## src/rtl/raiz_sched.sv

```systemverilog
// Two-requester scheduler around a digit-by-digit integer square root (q = floor(sqrt(a)), r = a - q*q).
// Arbitration is fixed priority to req0 by default; define RAIZ_SCHED_RR_EN for round-robin arbitration.
module raiz_sched #(
  parameter int N = 8
) (
  input  logic           clk,
  input  logic           rst_n,
  input  logic           req0,
  input  logic [N-1:0]   a0,
  input  logic           req1,
  input  logic [N-1:0]   a1,
  output logic           gnt0,
  output logic           gnt1,
  output logic           busy,
  output logic           done,
  output logic           id,
  output logic [N/2-1:0] q,
  output logic [N/2:0]   r
);

  localparam int H  = N / 2;
  localparam int RW = H + 2;
  localparam int CW = $clog2(H) + 1;

  localparam logic [1:0] S_IDLE = 2'd0;
  localparam logic [1:0] S_CALC = 2'd1;
  localparam logic [1:0] S_DONE = 2'd2;

  logic [1:0]    state;
  logic [N-1:0]  opnd;
  logic [RW-1:0] rem;
  logic [H-1:0]  qacc;
  logic [CW-1:0] cnt;
  logic          cur_id;
  logic          sel;

  logic [RW-1:0] rem_sh;
  logic [RW-1:0] trial;
  logic [RW-1:0] rem_nx;
  logic [H-1:0]  qacc_nx;
  logic          ge;
  logic          last;

`ifdef RAIZ_SCHED_RR_EN
  logic ptr;
  assign sel = (req0 && req1) ? ptr : req1;
`else
  assign sel = ~req0;
`endif

  // Stored rem never exceeds 2*qacc, so its top two bits are zero before every shift.
  assign rem_sh  = RW'({rem, opnd[N-1:N-2]});
  assign trial   = {qacc, 2'b01};
  assign ge      = (rem_sh >= trial);
  assign rem_nx  = ge ? (rem_sh - trial) : rem_sh;
  assign qacc_nx = {qacc[H-2:0], ge};
  assign last    = (cnt == CW'(H - 1));

  assign busy = (state == S_CALC) || (state == S_DONE);
  assign done = (state == S_DONE);

  always_ff @(posedge clk or negedge rst_n) begin
    if (!rst_n) begin
      state  <= S_IDLE;
      opnd   <= '0;
      rem    <= '0;
      qacc   <= '0;
      cnt    <= '0;
      cur_id <= 1'b0;
      gnt0   <= 1'b0;
      gnt1   <= 1'b0;
      id     <= 1'b0;
      q      <= '0;
      r      <= '0;
`ifdef RAIZ_SCHED_RR_EN
      ptr    <= 1'b0;
`endif
    end else begin
      gnt0 <= 1'b0;
      gnt1 <= 1'b0;
      case (state)
        S_IDLE: begin
          if (req0 || req1) begin
            state  <= S_CALC;
            opnd   <= sel ? a1 : a0;
            cur_id <= sel;
            gnt0   <= ~sel;
            gnt1   <= sel;
            rem    <= '0;
            qacc   <= '0;
            cnt    <= '0;
`ifdef RAIZ_SCHED_RR_EN
            ptr    <= ~sel;
`endif
          end
        end
        S_CALC: begin
          rem  <= rem_nx;
          qacc <= qacc_nx;
          opnd <= {opnd[N-3:0], 2'b00};
          cnt  <= cnt + 1'b1;
          if (last) begin
            state <= S_DONE;
            q     <= qacc_nx;
            r     <= rem_nx[H:0];
            id    <= cur_id;
          end
        end
        S_DONE:  state <= S_IDLE;
        default: state <= S_IDLE;
      endcase
    end
  end

endmodule

```

## config.mk

```make
export PLATFORM = sky130hd
export DESIGN_NAME = raiz_sched
export DESIGN_NICKNAME = d
export VERILOG_FILES = /design/src/rtl/raiz_sched.sv
export SDC_FILE = /design/constraint.sdc
export NUM_CORES = 1
export LEC_CHECK = 0
export ABC_CLOCK_PERIOD_IN_PS = 1900
export CAP_MARGIN = 5
export CORE_UTILIZATION = 51
export DETAILED_ROUTE_END_ITERATION = 10
export PLACE_DENSITY = 0.78
export SETUP_SLACK_MARGIN = 0.4
export SYNTH_ARGS = -nofsm -noshare
export SYNTH_HDL_FRONTEND = slang
export SYNTH_SLANG_ARGS = --single-unit
```

## constraint.sdc

```tcl
create_clock -name clk -period 1.9 [get_ports clk]
set_input_delay 0.57 -clock clk [delete_from_list [all_inputs] [get_ports clk]]
set_output_delay 0.57 -clock clk [all_outputs]
set_load 0.02 [all_outputs]
```

# == After elaboration in Yosys (flattened, before gate mapping) ==
# Index checks and enable logic that the tools add are counted.
# Widths: inputs -> output; s select.
# word_totals
regBits,34
latchBits,0
ramBits,0
mem_bits_ro,0
out_inout_bits,14
word_cells,45
n_memories,0
# op_classes
addsub,2
n_mul,0
n_div,0
order_cmp,1
n_eq_ne,5
shifts,0
mux,17
n_bitwise,1
reduce_logical,8
# op_table
operator,n
$mux 8,2
$pmux 4 s2,2
$pmux 8 s2,1
$mux 4,2
$reduce_and 2->1,4
$ge 6x6->1,1
$pmux 3 s2,1
$mux 5,1
$sub 5x5->5,1
$mux 1,4
$mux 2,2
$ne 2x2->1 const B,2
$pmux 2 s2,1
$add 3x1->3 const B,1
$eq 3x2->1 const B,1
$mux 3,1
$eq 2x1->1 const B,1
$eq 2x2->1 const B,1
$logic_not 2->1,1
$logic_or 1x1->1,2
$reduce_bool 2->1,1
$not 1->1,1

# == Depth between registers and ports, before layout ==
# Gate-level depths: netlist of run 1.
# depth
word_depth,3
ltp_mapped,8
ltp_nobuf,7

# == Worst setup path after synthesis of run 1 ==
# Ideal clock, no wire load.
# synth_timing
path_type,register to register
startpoint,reg rem[1]
endpoint,reg r[1]
arrival_time_ns,1.643
required_time_ns,1.817
slack_ns,0.174
path_stages_with_launch,7
n_path_buf,0
synth_period_minus_slack_ns,1.726
path_cell_list,dfrtp_1 > ha_1 > a21o_1 > a31oi_1 > o21ai_2 > mux2_4 > o21ai_0
# synth_between
elab_chain_len,2
# synth_lines
item,line_no,text
start: declaration,31,logic [RW-1:0] rem;
start signal: assignment,98,rem <= rem_nx;
$ge 6x6->1,54,assign ge = (rem_sh >= trial);
$mux 5,55,assign rem_nx = ge ? (rem_sh - trial) : rem_sh;
end signal: assignment,105,r <= rem_nx[H:0];
end: declaration,18,output logic [N/2:0] r
# Every way passes these cells.
# A chain may end at the register's enable or synchronous reset.

# == Worst setup path in the final report of run 1 ==
# layout_timing
startpoint,reg qacc[0]
endpoint,reg rem[1]
# layout_between
elab_chain_len,3
# layout_lines
item,line_no,text
start: declaration,32,logic [H-1:0] qacc;
start signal: assignment,99,qacc <= qacc_nx;
$ge 6x6->1,54,
$mux 5,55,
$pmux 4 s2,81,case (state)
# Every way passes these cells.

==> results of run 1 <==
-- cells in the final DEF, fill, tap and decap left out, drive strengths merged, types with 3 or more instances in the layout --
cell type and instances:
mux2i 11, ha 11, o21ai 25, mux2 3, nor2 12, nand2 28
a21oi 12, dfrtp 34, clkbuf 6, inv 10, clkdlybuf4s50 17, buf 45
xnor2 3
-- power breakdown --
part | total (mW) | switching (mW) | leakage, nW | internal (mW)
logic | 4.05 | 2.04 | 0.823 | 2.02
clock network | 0.376 | 0.243 | 0.0308 | 0.133
registers | 1.27 | 0.233 | 0.436 | 1.03
total | 5.70 | 2.51 | 1.29 | 3.18
-- synthesized netlist by cell type --
library cell | number | area (µm²)
inv_1 | 10 | 37.5
nor2_1 | 12 | 45.0
clkbuf_1 | 2 | 7.51
a22o_1 | 2 | 17.5
xnor2_1 | 3 | 26.3
mux2_4 | 1 | 15.0
nand2b_1 | 2 | 12.5
a31oi_1 | 1 | 6.26
o21ai_4 | 1 | 16.3
buf_2 | 3 | 15.0
xor2_1 | 1 | 8.76
mux2_2 | 2 | 22.5
and3b_2 | 1 | 10.0
nand2_1 | 28 | 105
o21ai_0 | 22 | 110
mux2i_1 | 11 | 110
o21a_1 | 1 | 7.51
buf_6 | 2 | 22.5
o31ai_1 | 2 | 15.0
ha_1 | 11 | 138
a21oi_1 | 12 | 60.1
dfrtp_1 | 34 | 851
o21ai_2 | 2 | 17.5
and2_2 | 2 | 15.0
o22ai_1 | 1 | 6.26
a21o_1 | 1 | 7.51
or3b_1 | 1 | 8.76
-- sequential cells by signal, summed over array words and instances, names as in the netlist --
signal,flops
opnd,8
r,5
q,4
qacc,4
rem,4
cnt,3
state,2
cur_id,1
gnt0,1
gnt1,1
id,1
-- critical path: stages (launching register included) --
cell,delay (ns)
dfrtp_1,0.40
inv_1,0.14
ha_1,0.23
a21o_1,0.20
a31oi_4,0.06
o21ai_4,0.29
mux2_4,0.36
o21ai_2,0.12
-- layout make-up --
type                            instances  area, µm²  share of cell area [%]
Clock inverter                          2       10.0                   0.379
Multi-Input combinational cell        120       1010                    38.2
Timing Repair Buffer                   65        639                    24.2
Clock buffer                            5       37.5                    1.42
Sequential cell                        34        852                    32.3
Tap cell                               44       55.1                    2.09
Inverter                               10       37.5                    1.42
-- through the flow --
step	hold slack [ns]	util [%]	std cells	setup slack [ns]	setup TNS, ns
6_report	0.485	84.4	280	0.0356	0
5_1_grt	0.514	84.4	280	-0.0194	-0.0270
4_1_cts	0.488	76.5	273	0.116	0
3_5_place_dp	0.469	69.4	251	-0.128	-1.84
3_3_place_gp	0.460	69.4	251	-0.0781	-1.15
2_1_floorplan	0.274	-	171	0.260	0
-- metal layers --
metal,routed length [µm],global-route usage [%],part of all wire [%],up-vias
met2,2730,50.2,52,83
met4,313,15.9,6.0,0
met5,0,0,0,-
met3,300,7.58,5.7,31
met1,1890,28.5,36,753
li1,-,-,-,712
-- final timing paths --
kind                                      end  depth (start not counted)  slack, ns
max                        rem[1]$_DFFE_PN0P_                          7       0.04
max reg2reg                rem[1]$_DFFE_PN0P_                          7       0.04
min in group asynchronous      id$_DFFE_PN0P_                          2       0.62
min                          r[3]$_DFFE_PN0P_                          2       0.48
max in group asynchronous  cnt[0]$_DFFE_PN0P_                          2       0.95
min reg2reg                  r[3]$_DFFE_PN0P_                          2       0.48
-- logic make-up after synthesis --
family | count (synthesis) | share of synthesized area [%]
AOI/OAI and AO/OA | 45 | 15.4
muxes | 14 | 8.61
adders and majority gates | 11 | 8.03
and+or+nand+nor | 46 | 11.5
DFF | 34 | 49.6
xor gates and xnor gates | 4 | 2.04
buffers and inverters | 17 | 4.82
-- repair_timing --
action / in CTS / in global routing
gates cloned: 2 / 1
setup buffers: 13 / 6
setup endpoints to repair: 40 / 36
pin swaps: 6 / 6
resized for setup: 83 / 48
==> out/metrics.yaml, run 1 <==
grt_pass1_vias: 1560
outcome: "finished, final reports clean"
drc: 0
antenna_found_initial: 0
cts_sinks: 34
skew_ns: 0.0105
die-area_um2: 3600
hold_viol_final: 0
die_y_um: 60.0
n_antenna_cell: 0
syn-num-nets: 202
fmax_mhz: 536
synth_seq_cells: 34
yosysSeqAreaShare_pct: 49.6
crit_path_start: "qacc[0]$_DFFE_PN0P_"
grt_max_degree: 35
wl_per_cell_um: 18.7
worst_slew_pin_slew_ns: 0.425
initial_core_util_pct: 54.8
fin_crit_sh_pct: 98.1
grt_overflow: 0
via_count: 1579
power_density_nw_per_um2: 2160
r2r-start: "qacc[0]$_DFFE_PN0P_"
coreArea_um2: 3130
dp_hpwl_mm: 2.62
worstPathArrival_ns: 2.15
finalNetCount: 267
io_buffers: 33
viasPerCell: 5.64
yosys.cell_types.count: 27
place_area_um2: 2170
hp-class: "flop to flop"
grt.total_usage_pct: 27.8
p_leak_nw: 1.29
min-delay-start: "r[3]$_DFFE_PN0P_"
postSynthAreaPerCell_um2: 10.0
layout-drive-gt1-share_pct: 42.8
io_pins: 34
endpoint_kind: "flop"
peakVddDrop_uv: 1060
cts_htree_levels: 2
die_w_um: 60.0
crit_fanout: 7
drtIter0Drc: 123
syn_area_um2: 1710
syn_inst: 171
final_area_um2: 2640
hold_buffers: 0
p_total_mw: 5.70
dr.pass1.iters: 4
drv_cap: 0
fillers: 162
syn_to_final_growth_pct: 53.9
yosys_warnings: 0
max_slew_margin_pct: 71.6
grt_pass1_wl_mm: 7.00
clock_path_buffers: 2
rsz0062_at_grt: "true"
numCtsBuffers: 5
report.final.slew_viol_count: 0
clock_latency_ns: 0.35
critical_path_required_ns: 2.18
fin_crit_ns: 1.86
routed_wl_mm: 5.23
cts_root_buffer: "clkbuf_4"
clk_pin_slew_ns: 0.10
place_congestion: 0.834
finalSetupViolCount: 0
crit_type: "flop to flop"
cts_tree: "built"
rows: 20
startpoint_type: "flop"
ant_nets: 0
No activity file was read; power rests on OpenSTA's default activity.
==> inputs of run 2 (changes only) <==
--- a/config.mk
+++ b/config.mk
@@ -7,10 +7,12 @@
 export LEC_CHECK = 0
 export ABC_CLOCK_PERIOD_IN_PS = 1900
 export CAP_MARGIN = 5
-export CORE_UTILIZATION = 51
+export CORE_UTILIZATION = 54
 export DETAILED_ROUTE_END_ITERATION = 10
-export PLACE_DENSITY = 0.78
-export SETUP_SLACK_MARGIN = 0.4
+export DONT_BUFFER_PORTS = 1
+export MAX_ROUTING_LAYER = met4
+export PLACE_DENSITY = 0.68
+export SETUP_SLACK_MARGIN = 0.05
 export SYNTH_ARGS = -nofsm -noshare
 export SYNTH_HDL_FRONTEND = slang
 export SYNTH_SLANG_ARGS = --single-unit
==> out/metrics.yaml, run 2 (synthesis results as in run 1) <==
outcome: "finished, final reports clean"  # unchanged
n_antenna_cell: 0  # unchanged
post-place-ws_ns: 0.0161  # was -0.128 ns
die_y_um: 58.3  # was 60.0 µm
grt_pass1_wl_mm: 5.06  # was 7.00 mm
critical_path_required_ns: 2.15  # was 2.18 ns
final_common_cell: "dfrtp_1"  # unchanged
endpoint_kind: "flop"  # unchanged
dr.pass1.iters: 4  # unchanged
tns_ns: 0  # unchanged
r2r-start: "rem[1]$_DFFE_PN0P_"  # was qacc[0]$_DFFE_PN0P_
layout-drive-gt1-share_pct: 16.2  # was 42.8%
final_area_um2: 1900  # was 2640 µm²
finalSetupViolCount: 0  # unchanged
r2r_cells: 6  # was 7
syn_to_final_growth_pct: 10.9  # was 53.9%
crit_path_start: "rem[1]$_DFFE_PN0P_"  # was qacc[0]$_DFFE_PN0P_
grt_max_degree: 35  # unchanged
cts_tree: "built"  # unchanged
crit_fanout: 6  # was 7
ff2ff_setup_slack_ns: 0.13  # was 0.04 ns
ant_nets: 0  # unchanged
place_congestion: 0.810  # was 0.834
grt_overflow: 0  # unchanged
rsz0062_at_grt: "true"  # unchanged
cts_htree_levels: 2  # unchanged
dp_hpwl_mm: 2.09  # was 2.62 mm
coreArea_um2: 3030  # was 3130 µm²
via_count: 1196  # was 1579
most-common-layout-cells: "dfrtp_1 (33), nand2_1 (27), o21ai_0 (22)"  # was dfrtp_1 (33), buf_4 (22), clkdlybuf4s50_1 (17)
fin_crit_ns: 1.77  # was 1.86 ns
report.final.slew_viol_count: 0  # unchanged
die-area_um2: 3400  # was 3600 µm²
p_leak_nw: 0.882  # was 1.29 nW
grt.total_usage_pct: 21.2  # was 27.8%
peakVddDrop_uv: 1520  # was 1060 µV
antenna_found_initial: 0  # unchanged
startpoint_type: "flop"  # unchanged
drtIter0Drc: 40  # was 123
wl_per_cell_um: 14.1  # was 18.7 µm
rows: 20  # unchanged
initial_core_util_pct: 56.6  # was 54.8%
place_area_um2: 1750  # was 2170 µm²
drv_cap: 0  # unchanged
top_register: "opnd"  # unchanged
worstPathArrival_ns: 2.03  # was 2.15 ns
largest_reg_flops: 8  # unchanged
crit_type: "flop to flop"  # unchanged
cts_root_buffer: "clkbuf_4"  # unchanged
worst_slew_pin_slew_ns: 0.418  # was 0.425 ns
clock_path_buffers: 2  # unchanged
clk_pin_slew_ns: 0.10  # about the same
fmax_mhz: 564  # was 536 MHz
cts_sinks: 34  # unchanged
max_slew_margin_pct: 72.1  # was 71.6%
fin_crit_sh_pct: 93.3  # was 98.1%
finalNetCount: 209  # was 267
r2r-end: "rem[1]$_DFFE_PN0P_"  # unchanged
top_regs: "opnd (8), r (5)"  # unchanged
viasPerCell: 5.36  # was 5.64
power_density_nw_per_um2: 2000  # was 2160 nW/µm²
grt_pass1_vias: 1107  # was 1560
hold_viol_final: 0  # unchanged
setup_ws_ns: 0.127  # was 0.0356 ns
fin_util_pct: 62.8  # was 84.4%
io_buffers: 0  # was 33
routed_wl_mm: 3.15  # was 5.23 mm
die_w_um: 58.3  # was 60.0 µm
clock_latency_ns: 0.33  # was 0.35 ns
drc: 0  # unchanged
io_pins: 34  # unchanged
p_total_mw: 3.80  # was 5.70 mW
skew_ns: 0.00337  # was 0.0105 ns
numCtsBuffers: 5  # unchanged
hp-class: "input pin to async pin"  # was flop to flop
==> run 2: repair_timing <==
item / in CTS / in global routing
pin swaps: 1 / 1
gates resized for setup: 2 / 6
cloned: 0 / 1
endpoints found under the hold margin: 34 / 0
setup endpoints to repair: 3 / 18
hold buffers: 1 / 0
buffers inserted: 0 / 2
==> run 2: per-stage QoR <==
stage / hold WS, ns / cells
floorplan: 0.274 / 171
global placement: 0.275 / 211
detailed placement: 0.275 / 211
CTS: 0.0425 / 220
global route: 0.0332 / 223
finish: 0.0547 / 223
==> run 2: where the power goes <==
group          switching [mW]  leakage (nW)  internal [mW]
Sequential              0.317         0.436           1.03
Clock                   0.236        0.0353          0.179
Combinational            1.14         0.411          0.893
Total                    1.69         0.882           2.11
==> run 2: worst max-delay path by stage <==
stage / to / slack, ns / depth (start not counted)
global route: opnd[3]$_DFFE_PN0P_ / 0.04 / 5
CTS: rem[1]$_DFFE_PN0P_ / 0.06 / 6
global placement: r[1]$_DFFE_PN0P_ / 0.08 / 7
floorplan: r[1]$_DFFE_PN0P_ / 0.17 / 6
detailed placement: rem[1]$_DFFE_PN0P_ / 0.02 / 7
finish: rem[1]$_DFFE_PN0P_ / 0.13 / 6
==> run 2: critical path: stages, from the launching register on <==
cell     delay [ns]
dfrtp_1        0.44
ha_4           0.27
a21o_1         0.18
a31oi_2        0.20
o21ai_4        0.13
mux2_4         0.32
o21ai_0        0.14
==> run 2: area by class of cell <==
class / instances / area, µm²
clock buffers: 7 / 55.1
clock inverters: 1 / 5.00
fillers: 257 / 1130
inverters: 10 / 37.5
repair buffers: 6 / 57.6
flip-flops and latches: 34 / 852
well taps: 44 / 55.1
multi-input cells: 121 / 838
==> run 2: metal layers <==
| metal | track usage [%] | share of wire, % |
|---|---|---|
| met1 | 24.1 | 43 |
| met2 | 35.1 | 51 |
| met3 | 6.59 | 3.9 |
| met4 | 8.16 | 2.2 |
| met5 | - | 0 |
==> inputs of run 3 (changes only) <==
--- a/config.mk
+++ b/config.mk
@@ -5,13 +5,13 @@
 export SDC_FILE = /design/constraint.sdc
 export NUM_CORES = 1
 export LEC_CHECK = 0
-export ABC_CLOCK_PERIOD_IN_PS = 1900
+export ABC_CLOCK_PERIOD_IN_PS = 2300
 export CAP_MARGIN = 5
-export CORE_UTILIZATION = 54
+export CORE_UTILIZATION = 40
 export DETAILED_ROUTE_END_ITERATION = 10
 export DONT_BUFFER_PORTS = 1
 export MAX_ROUTING_LAYER = met4
-export PLACE_DENSITY = 0.68
+export PLACE_DENSITY = 0.53
 export SETUP_SLACK_MARGIN = 0.05
 export SYNTH_ARGS = -nofsm -noshare
 export SYNTH_HDL_FRONTEND = slang
==> constraint.sdc (replaced) <==
create_clock -name clk -period 2.3 [get_ports clk]
set_input_delay 0.69 -clock clk [delete_from_list [all_inputs] [get_ports clk]]
set_output_delay 0.69 -clock clk [all_outputs]
set_load 0.02 [all_outputs]
==> out/metrics.yaml, run 3 (synthesis results as in run 1) <==
finalSetupViolCount: 0  # unchanged
routed_wl_mm: 3.04  # was 3.15 mm
power_density_nw_per_um2: 1650  # was 2000 nW/µm²
fin_crit_sh_pct: 83.1  # was 93.3%
clock_path_buffers: 2  # unchanged
critical_path_required_ns: 2.43  # was 2.15 ns
grt.total_usage_pct: 16.9  # was 21.2%
worstPathArrival_ns: 2.04  # was 2.03 ns
p_sw_mw: 1.28  # was 1.69 mW
fillers: 387  # was 257
ff2ff_setup_slack_ns: 0.39  # was 0.13 ns
initial_core_util_pct: 42.2  # was 56.6%
hp-class: "input pin to async pin"  # unchanged
cts_tree: "built"  # unchanged
io_pins: 34  # unchanged
report.final.slew_viol_count: 0  # unchanged
crit_buf_inv: 1  # was 0
startpoint_type: "flop"  # unchanged
fmax_mhz: 523  # was 564 MHz
die-area_um2: 4550  # was 3400 µm²
peakVddDrop_uv: 1030  # was 1520 µV
n_antenna_cell: 0  # unchanged
cp_num_cells: 5  # was 6
drv_cap: 0  # unchanged
tns_ns: 0  # unchanged
final_common_cell: "dfrtp_1"  # unchanged
largest_reg_flops: 8  # unchanged
ant_nets: 0  # unchanged
top_register: "opnd"  # unchanged
p_comb_share_pct: 45.8  # was 53.5%
post-place-ws_ns: 0.382  # was 0.0161 ns
fin_util_pct: 45.8  # was 62.8%
post_cts_buffers: 0  # unchanged
rows: 23  # was 20
top_regs: "opnd (8), r (5)"  # unchanged
grt_pass1_wl_mm: 5.38  # was 5.06 mm
drtIter0Drc: 42  # was 40
max_slew_margin_pct: 56.7  # was 72.1%
grt_max_degree: 35  # unchanged
cts_sinks: 34  # unchanged
layout-drive-gt1-share_pct: 10.4  # was 16.2%
cp_slowest_stage_delay_ns: 0.48  # was 0.44 ns
cts_root_buffer: "clkbuf_8"  # was clkbuf_4
wl_per_cell_um: 13.6  # was 14.1 µm
drc: 0  # unchanged
critPathSlowestCell: "or3b_1"  # was dfrtp_1
numCtsBuffers: 5  # unchanged
die_w_um: 67.5  # was 58.3 µm
antenna_found_initial: 0  # unchanged
die_y_um: 67.5  # was 58.3 µm
grt_overflow: 0  # unchanged
viasPerCell: 5.06  # was 5.36
clk_pin_slew_ns: 0.07  # was 0.10 ns
crit_type: "flop to flop"  # unchanged
finalNetCount: 204  # was 209
hold_viol_final: 0  # unchanged
most-common-layout-cells: "dfrtp_1 (34), nand2_1 (28), o21ai_0 (22)"  # was dfrtp_1 (33), nand2_1 (27), o21ai_0 (22)
via_count: 1128  # was 1196
share_seq_of_total_power_pct: 36.0  # was 35.6%
skew_ns: 0.00321  # was 0.00337 ns
io_buffers: 0  # unchanged
setup_ws_ns: 0.389  # was 0.127 ns
grt_pass1_vias: 1164  # was 1107
p_leak_nw: 0.875  # was 0.882 nW
worstPathCellList: "inv_1 > ha_1 > or3b_1 > o21ai_4 > o21ai_0"  # was ha_4 > a21o_1 > a31oi_2 > o21ai_4 > mux2_4 > o21ai_0
dr.pass1.iters: 4  # unchanged
rsz0062_at_grt: "false"  # was true
r2r-end: "opnd[6]$_DFFE_PN0P_"  # was rem[1]$_DFFE_PN0P_
sw_frac_of_total_pct: 41.6  # was 44.6%
syn_to_final_growth_pct: 8.47  # was 10.9%
crit_end: "opnd[6]$_DFFE_PN0P_"  # was rem[1]$_DFFE_PN0P_
dp_hpwl_mm: 2.24  # was 2.09 mm
power.share.clock_pct: 18.2  # was 10.9%
hold_buffers: 0  # was 1
crit_fanout: 27  # was 6
r2r_cells: 5  # was 6
endpoint_kind: "flop"  # unchanged
crit_path_start: "state[0]$_DFFE_PN0P_"  # was rem[1]$_DFFE_PN0P_
place_congestion: 0.783  # was 0.810
clock_latency_ns: 0.28  # was 0.33 ns
coreArea_um2: 4060  # was 3030 µm²
fin_crit_ns: 1.91  # was 1.77 ns
r2r-start: "state[0]$_DFFE_PN0P_"  # was rem[1]$_DFFE_PN0P_
outcome: "finished, final reports clean"  # unchanged
ctsResizeCount: 0  # was 2
internal-power_mw: 1.79  # was 2.11 mW
critical_path.top_delay_family: "compound AO/OA/AOI/OAI gates"  # unchanged
cts_htree_levels: 2  # unchanged
worst_slew_pin_slew_ns: 0.647  # was 0.418 ns
[run 3: routing by layer]
metal | share of wire [%] | vias up | global-route usage, %
li1 | - | 579 | -
met1 | 46 | 519 | 19.3
met2 | 49 | 28 | 27.8
met3 | 4.2 | 2 | 5.24
met4 | 0.76 | 0 | 5.59
met5 | 0 | - | -
[run 3: area by class of cell]
cell class	count	area, µm²	share of cell area, %
clock buffer	6	82.6	4.44
clock inverter	1	30.0	1.62
inverter	10	37.5	2.02
multi-input combinational	120	781	42.0
sequential	34	851	45.8
tap	50	62.6	3.36
timing repair buffer	2	15.0	0.808
[run 3: stage by stage]
stage / hold WS [ns] / cell area (µm²) / instances / total power, mW
6_report: 0.0993 / 1860 / 223 / 3.07
5_1_grt: 0.0796 / 1860 / 223 / 3.38
4_1_cts: 0.0904 / 1860 / 223 / 3.11
2_1_floorplan: 0.394 / 1710 / 171 / 2.30
3_5_place_dp: 0.395 / 1750 / 216 / 2.55
3_3_place_gp: 0.395 / 1750 / 216 / 2.52
[run 3: worst min-delay path by stage]
stage          slack [ns]                    to  startpoint
6_report              0.1      q[2]$_DFFE_PN0P_       rst_n
4_1_cts              0.09  state[0]$_DFFE_PN0P_       rst_n
3_3_place_gp         0.40      q[2]$_DFFE_PN0P_       rst_n
3_5_place_dp         0.40      q[2]$_DFFE_PN0P_       rst_n
5_1_grt              0.08      q[2]$_DFFE_PN0P_       rst_n
2_1_floorplan        0.39    cnt[0]$_DFFE_PN0P_       rst_n
[run 3: power by group through the flow]
stage / Clock, mW / Combinational, mW / Sequential, mW
4_1_cts: 0.567 / 1.43 / 1.11
6_report: 0.558 / 1.41 / 1.11
5_1_grt: 0.595 / 1.64 / 1.14
2_1_floorplan: 0 / 1.22 / 1.07
3_5_place_dp: 0 / 1.43 / 1.12
3_3_place_gp: 0 / 1.41 / 1.11
